**src/rtl/melody_sequencer_if.sv**
```systemverilog
// melody_sequencer_if: control, song ROM and tone-generator signals of the melody sequencer.
// MELODY_TEMPO_ADJ_EN adds the tempo_sel input.
interface melody_sequencer_if #(parameter int ADDR_W = 6);
  logic start;
  logic stop;
  logic loop_en;
  logic [ADDR_W-1:0] rom_addr;
  logic [15:0] rom_data;
  logic [6:0] full_note;
  logic play;
  logic busy;
  logic done;
`ifdef MELODY_TEMPO_ADJ_EN
  logic [1:0] tempo_sel;
  modport master (output start, stop, loop_en, rom_data, tempo_sel, input rom_addr, full_note, play, busy, done);
  modport slave (input start, stop, loop_en, rom_data, tempo_sel, output rom_addr, full_note, play, busy, done);
`else
  modport master (output start, stop, loop_en, rom_data, input rom_addr, full_note, play, busy, done);
  modport slave (input start, stop, loop_en, rom_data, output rom_addr, full_note, play, busy, done);
`endif
endinterface

```
**src/rtl/melody_sequencer.sv**
```systemverilog
// melody_sequencer: walks a song ROM and drives full_note/play for the piano tone generator.
// Defining MELODY_TEMPO_ADJ_EN adds tempo_sel (half/double speed), sampled at DECODE.
module melody_sequencer #(
  parameter int ADDR_W = 6,
  parameter int UNIT_TICKS = 781250,
  parameter int GAP_TICKS = 2500000
) (
  input logic clk,
  input logic reset_n,
  melody_sequencer_if.slave bus
);
  localparam int DW = $clog2(255 * UNIT_TICKS * 2);
  localparam int GW = $clog2(GAP_TICKS + 1);
  localparam int CW = DW > GW ? DW : GW;
  typedef enum logic [2:0] {IDLE, FETCH, DECODE, NOTE, GAP} state_t;
  state_t r_state, w_state;
  logic [ADDR_W-1:0] r_addr, w_addr;
  logic [6:0] r_note, w_note;
  logic r_play, w_play, r_busy, w_busy, r_done, w_done;
  logic [CW-1:0] r_cnt, w_cnt, w_unit, w_load;
  logic [7:0] w_dur;
  logic w_adv, w_end;
`ifdef MELODY_TEMPO_ADJ_EN
  assign w_unit = bus.tempo_sel == 2'b01 ? CW'(2 * UNIT_TICKS) :
                  bus.tempo_sel == 2'b10 ? CW'(UNIT_TICKS > 1 ? UNIT_TICKS / 2 : 1) : CW'(UNIT_TICKS);
`else
  assign w_unit = CW'(UNIT_TICKS);
`endif
  assign w_dur = bus.rom_data[7:0] == 8'd0 ? 8'd1 : bus.rom_data[7:0];
  assign w_load = CW'(w_dur) * w_unit - CW'(1);
  // the last cycle of a note's gap doubles as the advance step into the next fetch
  assign w_adv = r_cnt == '0 && (r_state == GAP || (r_state == NOTE && GAP_TICKS == 0));
  assign w_end = (r_state == DECODE && bus.rom_data[15]) || (w_adv && &r_addr);
  always_comb begin
    w_state = r_state;
    w_addr = r_addr;
    w_note = r_note;
    w_play = r_play;
    w_busy = r_busy;
    w_done = 1'b0;
    w_cnt = r_cnt;
    case (r_state)
      IDLE: if (bus.start) begin w_state = FETCH; w_addr = '0; w_busy = 1'b1; end
      FETCH: w_state = DECODE;
      DECODE: if (!bus.rom_data[15]) begin
        w_state = NOTE;
        w_note = bus.rom_data[14:8];
        w_play = bus.rom_data[11:8] == 4'd0 || bus.rom_data[11:8] > 4'd12;
        w_cnt = w_load;
      end
      NOTE: if (r_cnt != '0) w_cnt = r_cnt - CW'(1);
        else if (GAP_TICKS != 0) begin w_state = GAP; w_play = 1'b1; w_cnt = CW'(GAP_TICKS - 1); end
      GAP: if (r_cnt != '0) w_cnt = r_cnt - CW'(1);
      default: w_state = IDLE;
    endcase
    if (w_adv) begin w_state = FETCH; w_addr = r_addr + ADDR_W'(1); w_play = 1'b1; end
    if (w_end) begin
      w_state = bus.loop_en ? FETCH : IDLE;
      w_addr = bus.loop_en ? '0 : r_addr;
      w_note = bus.loop_en ? r_note : '0;
      w_busy = bus.loop_en;
      w_done = !bus.loop_en;
      w_play = 1'b1;
    end
    if (bus.stop) begin
      w_state = IDLE;
      w_addr = '0;
      w_note = '0;
      w_play = 1'b1;
      w_busy = 1'b0;
      w_done = 1'b0;
      w_cnt = '0;
    end
  end
  always_ff @(posedge clk or negedge reset_n) begin
    if (!reset_n) begin
      r_state <= IDLE;
      r_addr <= '0;
      r_note <= '0;
      r_play <= 1'b1;
      r_busy <= 1'b0;
      r_done <= 1'b0;
      r_cnt <= '0;
    end else begin
      r_state <= w_state;
      r_addr <= w_addr;
      r_note <= w_note;
      r_play <= w_play;
      r_busy <= w_busy;
      r_done <= w_done;
      r_cnt <= w_cnt;
    end
  end
  assign bus.rom_addr = r_addr;
  assign bus.full_note = r_note;
  assign bus.play = r_play;
  assign bus.busy = r_busy;
  assign bus.done = r_done;
endmodule

```
**src/flat_wrapper.sv**
```systemverilog
// flat-port wrapper written by rule: the top's interface ports become plain ports
module melody_sequencer_flat 
#(
  parameter int ADDR_W = 6,
  parameter int UNIT_TICKS = 781250,
  parameter int GAP_TICKS = 2500000
)
  (clk, reset_n, bus_start, bus_stop, bus_loop_en, bus_rom_data, bus_rom_addr, bus_full_note, bus_play, bus_busy, bus_done);
  melody_sequencer_if #(.ADDR_W(ADDR_W)) bus_i ();
  input logic clk;
  input logic reset_n;
  input wire logic [$bits(bus_i.start)-1:0] bus_start;
  input wire logic [$bits(bus_i.stop)-1:0] bus_stop;
  input wire logic [$bits(bus_i.loop_en)-1:0] bus_loop_en;
  input wire logic [$bits(bus_i.rom_data)-1:0] bus_rom_data;
  output wire logic [$bits(bus_i.rom_addr)-1:0] bus_rom_addr;
  output wire logic [$bits(bus_i.full_note)-1:0] bus_full_note;
  output wire logic [$bits(bus_i.play)-1:0] bus_play;
  output wire logic [$bits(bus_i.busy)-1:0] bus_busy;
  output wire logic [$bits(bus_i.done)-1:0] bus_done;
  assign bus_i.start = bus_start;
  assign bus_i.stop = bus_stop;
  assign bus_i.loop_en = bus_loop_en;
  assign bus_i.rom_data = bus_rom_data;
  assign bus_rom_addr = bus_i.rom_addr;
  assign bus_full_note = bus_i.full_note;
  assign bus_play = bus_i.play;
  assign bus_busy = bus_i.busy;
  assign bus_done = bus_i.done;
  melody_sequencer #(.ADDR_W(ADDR_W), .UNIT_TICKS(UNIT_TICKS), .GAP_TICKS(GAP_TICKS)) u_core (.clk(clk), .reset_n(reset_n), .bus(bus_i));
endmodule
```
**config.mk**
```make
export PLATFORM = sky130hd
export DESIGN_NAME = melody_sequencer_flat
export DESIGN_NICKNAME = d
export VERILOG_FILES = /design/src/rtl/melody_sequencer_if.sv /design/src/rtl/melody_sequencer.sv /design/src/flat_wrapper.sv
export SDC_FILE = /design/constraint.sdc
export NUM_CORES = 1
export LEC_CHECK = 0
export CAP_MARGIN = 20
export CORE_ASPECT_RATIO = 0.9
export CORE_MARGIN = 5
export CORE_UTILIZATION = 40
export CTS_BUF_LIST = sky130_fd_sc_hd__clkbuf_4 sky130_fd_sc_hd__clkbuf_8 sky130_fd_sc_hd__clkbuf_16
export DETAILED_ROUTE_END_ITERATION = 10
export GPL_ROUTABILITY_DRIVEN = 0
export PLACE_DENSITY = 0.64
export REMOVE_ABC_BUFFERS = 1
export SYNTH_ARGS = -nofsm -noshare
export SYNTH_HDL_FRONTEND = slang
export SYNTH_SLANG_ARGS = --single-unit
export TNS_END_PERCENT = 50
```
**constraint.sdc**
```tcl
create_clock -name clk -period 3.5 [get_ports clk]
set_clock_uncertainty 0.1 [all_clocks]
set_input_delay 0.525 -clock clk [delete_from_list [all_inputs] [get_ports clk]]
set_output_delay 0.525 -clock clk [all_outputs]
set_load 0.03 [all_outputs]
```
==> reports/summary.md <==
In this run the remaining antenna-violating nets after routing total 0. The sequential fraction of the synthesis area is 19.0%. In this run the worst path has a maximum fanout of 7.

During placement, the flow inserted port buffers numbering 36. The flow ran to the end, but the final reports show violations. Number of detailed-route iterations in the first pass: 5. The overall global routing resource usage is 20.5%, and the final-report hold violation count is 0. Per report_power, the combinational group accounts for 85.6% of the total. For the detailed router's first-iteration violation count, the log shows 518.

In this run switching power makes up 45.9% of total power. For the max-capacitance violation count, the log shows 0. The area enclosed by the die boundary was 18400 um^2; the ratio of cells with drive above 1 in the final layout was 35.3%. The analysis attributes to cell leakage a power of 4.04 nW. For the routed via count, the log shows 6451. Via density per instance: 5.48. The number of different library cells used by synthesis comes to 82.

The worst setup path is captured at a register. Summed over all nets, the switching power comes to 4.07 mW. For this run the aggregate overflow at the end of global routing stands at 0.

Minimum setup slack after placement: -3.17 ns. Cell type of the slowest stage on the worst timing path: sky130_fd_sc_hd__fa_1. The total inserted antenna cells is 0, and the maximum cell stage delay along the critical path is 0.53 ns.

Synthesis inferred 48 register bits. The transition time of the tightest slew-check pin works out to 0.761 ns. Maximum number of pins on one net before global-route repair: 49. The number of warning messages in the yosys log was 0. The core region is 15500 um^2. The instance count of the mapped netlist came out at 779. The number of cell rows was 43; the clock network fraction of total power was 6.1%. The post-layout worst setup margin was -2.12 ns; the clock-pin slew on the worst setup and hold paths was 0.07 ns.

The clock tree synthesis step divided the H-tree into 2 levels. TritonCTS built the clock tree. The CTS root buffer was sky130_fd_sc_hd__clkbuf_16. Cell internal power was estimated by the tool at 4.79 mW.

The DRC violation count after routing was 0; the shortest clock period the worst path allows after layout was 5.62 ns. The first-pass GRT wire length is 31.3 mm. The via count of the first global-routing pass was 6414; the cell count of the worst hold path was 2.

The die is 143 um wide. Based on the critical path, the design can be clocked at up to 178 MHz. In the synthesized netlist the async set-or-reset flop fraction comes to 100%. Walking the worst path, the cells encountered are buf_8 -> inv_4 -> ha_4 -> nand3b_1 -> or4_4 -> nand2_4 -> fa_2 -> fa_1 -> inv_2 -> fa_1 -> inv_1 -> fa_1 -> inv_2 -> ha_4 -> nand4_1 -> a2111oi_4 -> a211oi_2 -> o21bai_1 -> nand3_1 -> a31oi_2 -> xor2_2 -> xor2_1 -> o221ai_2. Among all flip-flop cells after synthesis, the most frequent one is sky130_fd_sc_hd__dfrtp_1. Relative to the synthesized area, the layout overhead comes to 44.9%. Sum of net half-perimeters after detailed placement: 14.1 mm. Cell occurring most often along the worst timing path: sky130_fd_sc_hd__fa_1.

The combined area of all synthesized cells was 6330 um^2; the sum of routed wire length over all layers was 18.8 mm. The startpoint type of the worst setup path is an input port. For the worst-skew pair, the clock arrives at the later sink with an insertion delay of 0.29 ns. The required time at the worst-slack endpoint is 3.56 ns, and the number of nets in the layout is 1088. The number of pins with negative max-slew slack in the final report was 0; the average cell area after synthesis was 8.12 um^2. Yosys mapped a number of flops with a built-in enable equal to 0.

The worst path uses 160% of the clock period. In this run the count of I/O pins placed on the die edge is 37. The checks that failed: setup timing. The part of the power in registers was 8.3%; the data arrival time of the critical path was 5.67 ns. The worst setup path is of the input port to register kind.

The height of the die is 129 um. The worst pin sits at a relative slew slack of 49.1%. For this design the ratio of total power to cell area is 967 nW/um^2. Setup violations remaining at the end of the flow were counted as 21.

The maximum vdd drop was 606 uV. Setup repair after global routing could not meet its margin everywhere. Class of the tightest hold or removal check: register to register. The logs give 0.384 ns for the final hold slack and 0 for the initial antenna violation count.

The number of cells on the worst reg-to-reg path is 9, and the total CTS buffers is 5. For the maximum number of buffers from clock root to sink, the log shows 2. The run gives 48 as the CTS sink count.

The initial utilization of the core area, before any placement, comes to 40.8%. Detailed-route wire length per cell: 15.9 um.
critical path: cells and delay by family:
family	cells	cell delay, ns
AO/OA/AOI/OAI	5	0.85
AND/OR/NAND/NOR	5	1.07
buffers and inverters	5	0.30
XOR/XNOR	2	0.50
adder cells (fa/ha/maj)	6	2.40
final cells by class:
cell class | instances | area (um^2)
Clock inverter | 2 | 35.0
Multi-Input combinational cell | 605 | 5370
Timing Repair Buffer | 223 | 1820
Clock buffer | 6 | 133
Fill cell | 1340 | 6330
Tap cell | 202 | 253
Sequential cell | 48 | 1200
Inverter | 91 | 352
metrics by stage:
| stage | TNS, ns | util [%] | std cells | power, mW | cell area [um^2] |
|---|---|---|---|---|---|
| floorplan | -38.78 | - | 744 | 4.13 | 6160 |
| global placement | -53.87 | 51.5 | 1144 | 6.62 | 7980 |
| global route | -37.17 | 59.1 | 1177 | 9.55 | 9160 |
| CTS | -33.18 | 57.2 | 1170 | 8.19 | 8860 |
| finish | -32.89 | 59.1 | 1177 | 8.87 | 9160 |
| detailed placement | -54.83 | 51.5 | 1144 | 6.67 | 7980 |
logic make-up after synthesis:
kind of cell             synth area share (%)
flip-flops                               19.0
adder cells (fa/ha/maj)                  23.1
multiplexers                            0.494
buffers and inverters                    8.03
XOR/XNOR                                 5.91
AO/OA/AOI/OAI                            21.1
AND/OR/NAND/NOR                          22.3
cells in the mapped netlist (3+ instances only):
cell type / number / area, um^2
sky130_fd_sc_hd__a21o_1: 5 / 37.5
sky130_fd_sc_hd__o21a_1: 3 / 22.5
sky130_fd_sc_hd__a31o_2: 4 / 35.0
sky130_fd_sc_hd__nand3b_1: 3 / 22.5
sky130_fd_sc_hd__nor2b_1: 3 / 18.8
sky130_fd_sc_hd__a22oi_1: 5 / 37.5
sky130_fd_sc_hd__clkbuf_1: 20 / 75.1
sky130_fd_sc_hd__or4_1: 3 / 22.5
sky130_fd_sc_hd__inv_1: 91 / 342
sky130_fd_sc_hd__or3_1: 7 / 43.8
sky130_fd_sc_hd__o221ai_2: 3 / 45.0
sky130_fd_sc_hd__o31ai_1: 4 / 30.0
sky130_fd_sc_hd__o21ai_1: 16 / 80.1
sky130_fd_sc_hd__nand3_1: 24 / 120
sky130_fd_sc_hd__buf_6: 3 / 33.8
sky130_fd_sc_hd__or2_2: 7 / 43.8
sky130_fd_sc_hd__and2_1: 5 / 31.3
sky130_fd_sc_hd__buf_2: 10 / 50.1
sky130_fd_sc_hd__fa_1: 40 / 801
sky130_fd_sc_hd__nor4_2: 5 / 62.6
sky130_fd_sc_hd__a21oi_1: 51 / 255
sky130_fd_sc_hd__xnor2_1: 20 / 175
sky130_fd_sc_hd__and3_1: 8 / 50.1
sky130_fd_sc_hd__a211oi_1: 5 / 37.5
sky130_fd_sc_hd__nand2_1: 77 / 289
sky130_fd_sc_hd__o211ai_1: 9 / 67.6
sky130_fd_sc_hd__ha_1: 53 / 663
sky130_fd_sc_hd__dfrtp_1: 47 / 1180
sky130_fd_sc_hd__nand4_1: 9 / 56.3
sky130_fd_sc_hd__nor2_1: 55 / 206
sky130_fd_sc_hd__nor4_1: 12 / 75.1
sky130_fd_sc_hd__a32oi_1: 5 / 43.8
sky130_fd_sc_hd__o21ai_0: 44 / 220
sky130_fd_sc_hd__nor3_1: 25 / 125
sky130_fd_sc_hd__o21bai_1: 4 / 30.0
sky130_fd_sc_hd__nand2b_1: 5 / 31.3
sky130_fd_sc_hd__xor2_1: 19 / 166
sky130_fd_sc_hd__a31oi_1: 9 / 56.3
final timing paths:
kind | start | slack (ns) | to
setup / recovery | bus_rom_data[3] | -2.12 | u_core.r_cnt[27]$_DFFE_PN0P_
hold / removal | u_core.bus.full_note[4]$_DFFE_PN0P_ | 0.38 | u_core.bus.full_note[4]$_DFFE_PN0P_
setup reg to reg | u_core.r_cnt[3]$_DFFE_PN0P_ | 0.47 | u_core.r_cnt[19]$_DFFE_PN0P_
hold reg to reg | u_core.bus.full_note[4]$_DFFE_PN0P_ | 0.38 | u_core.bus.full_note[4]$_DFFE_PN0P_
max in group asynchronous | reset_n | 2.24 | u_core.bus.play$_DFFE_PN1P_
min in group asynchronous | reset_n | 0.52 | u_core.r_cnt[0]$_DFFE_PN0P_
per-layer routing:
metal | share of wire [%] | track usage [%] | vias up
met5 | 0 | 0 | -
met4 | 2.1 | 5.81 | 0
met3 | 4.3 | 2.32 | 41
met2 | 49 | 35.0 | 185
met1 | 45 | 27.6 | 3091
li1 | - | - | 3134
flip-flops by register name (all words and copies together), names as in the netlist:
register and flops:
u_core.bus.done 1, u_core.bus.rom_addr 6, u_core.bus.play 1, u_core.r_cnt 29, u_core.r_state 3, u_core.bus.busy 1
u_core.bus.full_note 7
power by group through the flow:
stage	Combinational [mW]	Sequential [mW]	Clock, mW
after global placement	5.89	0.735	0
after floorplan	3.39	0.735	0
after global routing	8.22	0.748	0.578
after detailed placement	5.94	0.736	0
after CTS	6.91	0.727	0.555
final	7.59	0.732	0.542
placed cells by master, fill, tap and decap left out, types with 10 or more instances in the layout:
cell and count:
sky130_fd_sc_hd__a21oi_1 45, sky130_fd_sc_hd__buf_4 175, sky130_fd_sc_hd__buf_6 13, sky130_fd_sc_hd__clkdlybuf4s50_1 27, sky130_fd_sc_hd__dfrtp_1 47, sky130_fd_sc_hd__fa_1 35
sky130_fd_sc_hd__ha_1 30, sky130_fd_sc_hd__ha_4 21, sky130_fd_sc_hd__inv_1 77, sky130_fd_sc_hd__inv_2 10, sky130_fd_sc_hd__nand2_1 71, sky130_fd_sc_hd__nand3_1 21
sky130_fd_sc_hd__nor2_1 48, sky130_fd_sc_hd__nor3_1 21, sky130_fd_sc_hd__o21ai_0 34, sky130_fd_sc_hd__o21ai_1 24, sky130_fd_sc_hd__xnor2_1 13, sky130_fd_sc_hd__xor2_1 16
timing repair:
item | in CTS | in global routing
endpoints found under the setup margin | 22 | 21
hold endpoints to repair | 0 | 6
gates resized for setup | 140 | 43
hold buffers | 0 | 1
pin swaps | 76 | 22
buffers inserted | 18 | 6
No activity file was read; power rests on OpenSTA's default activity.
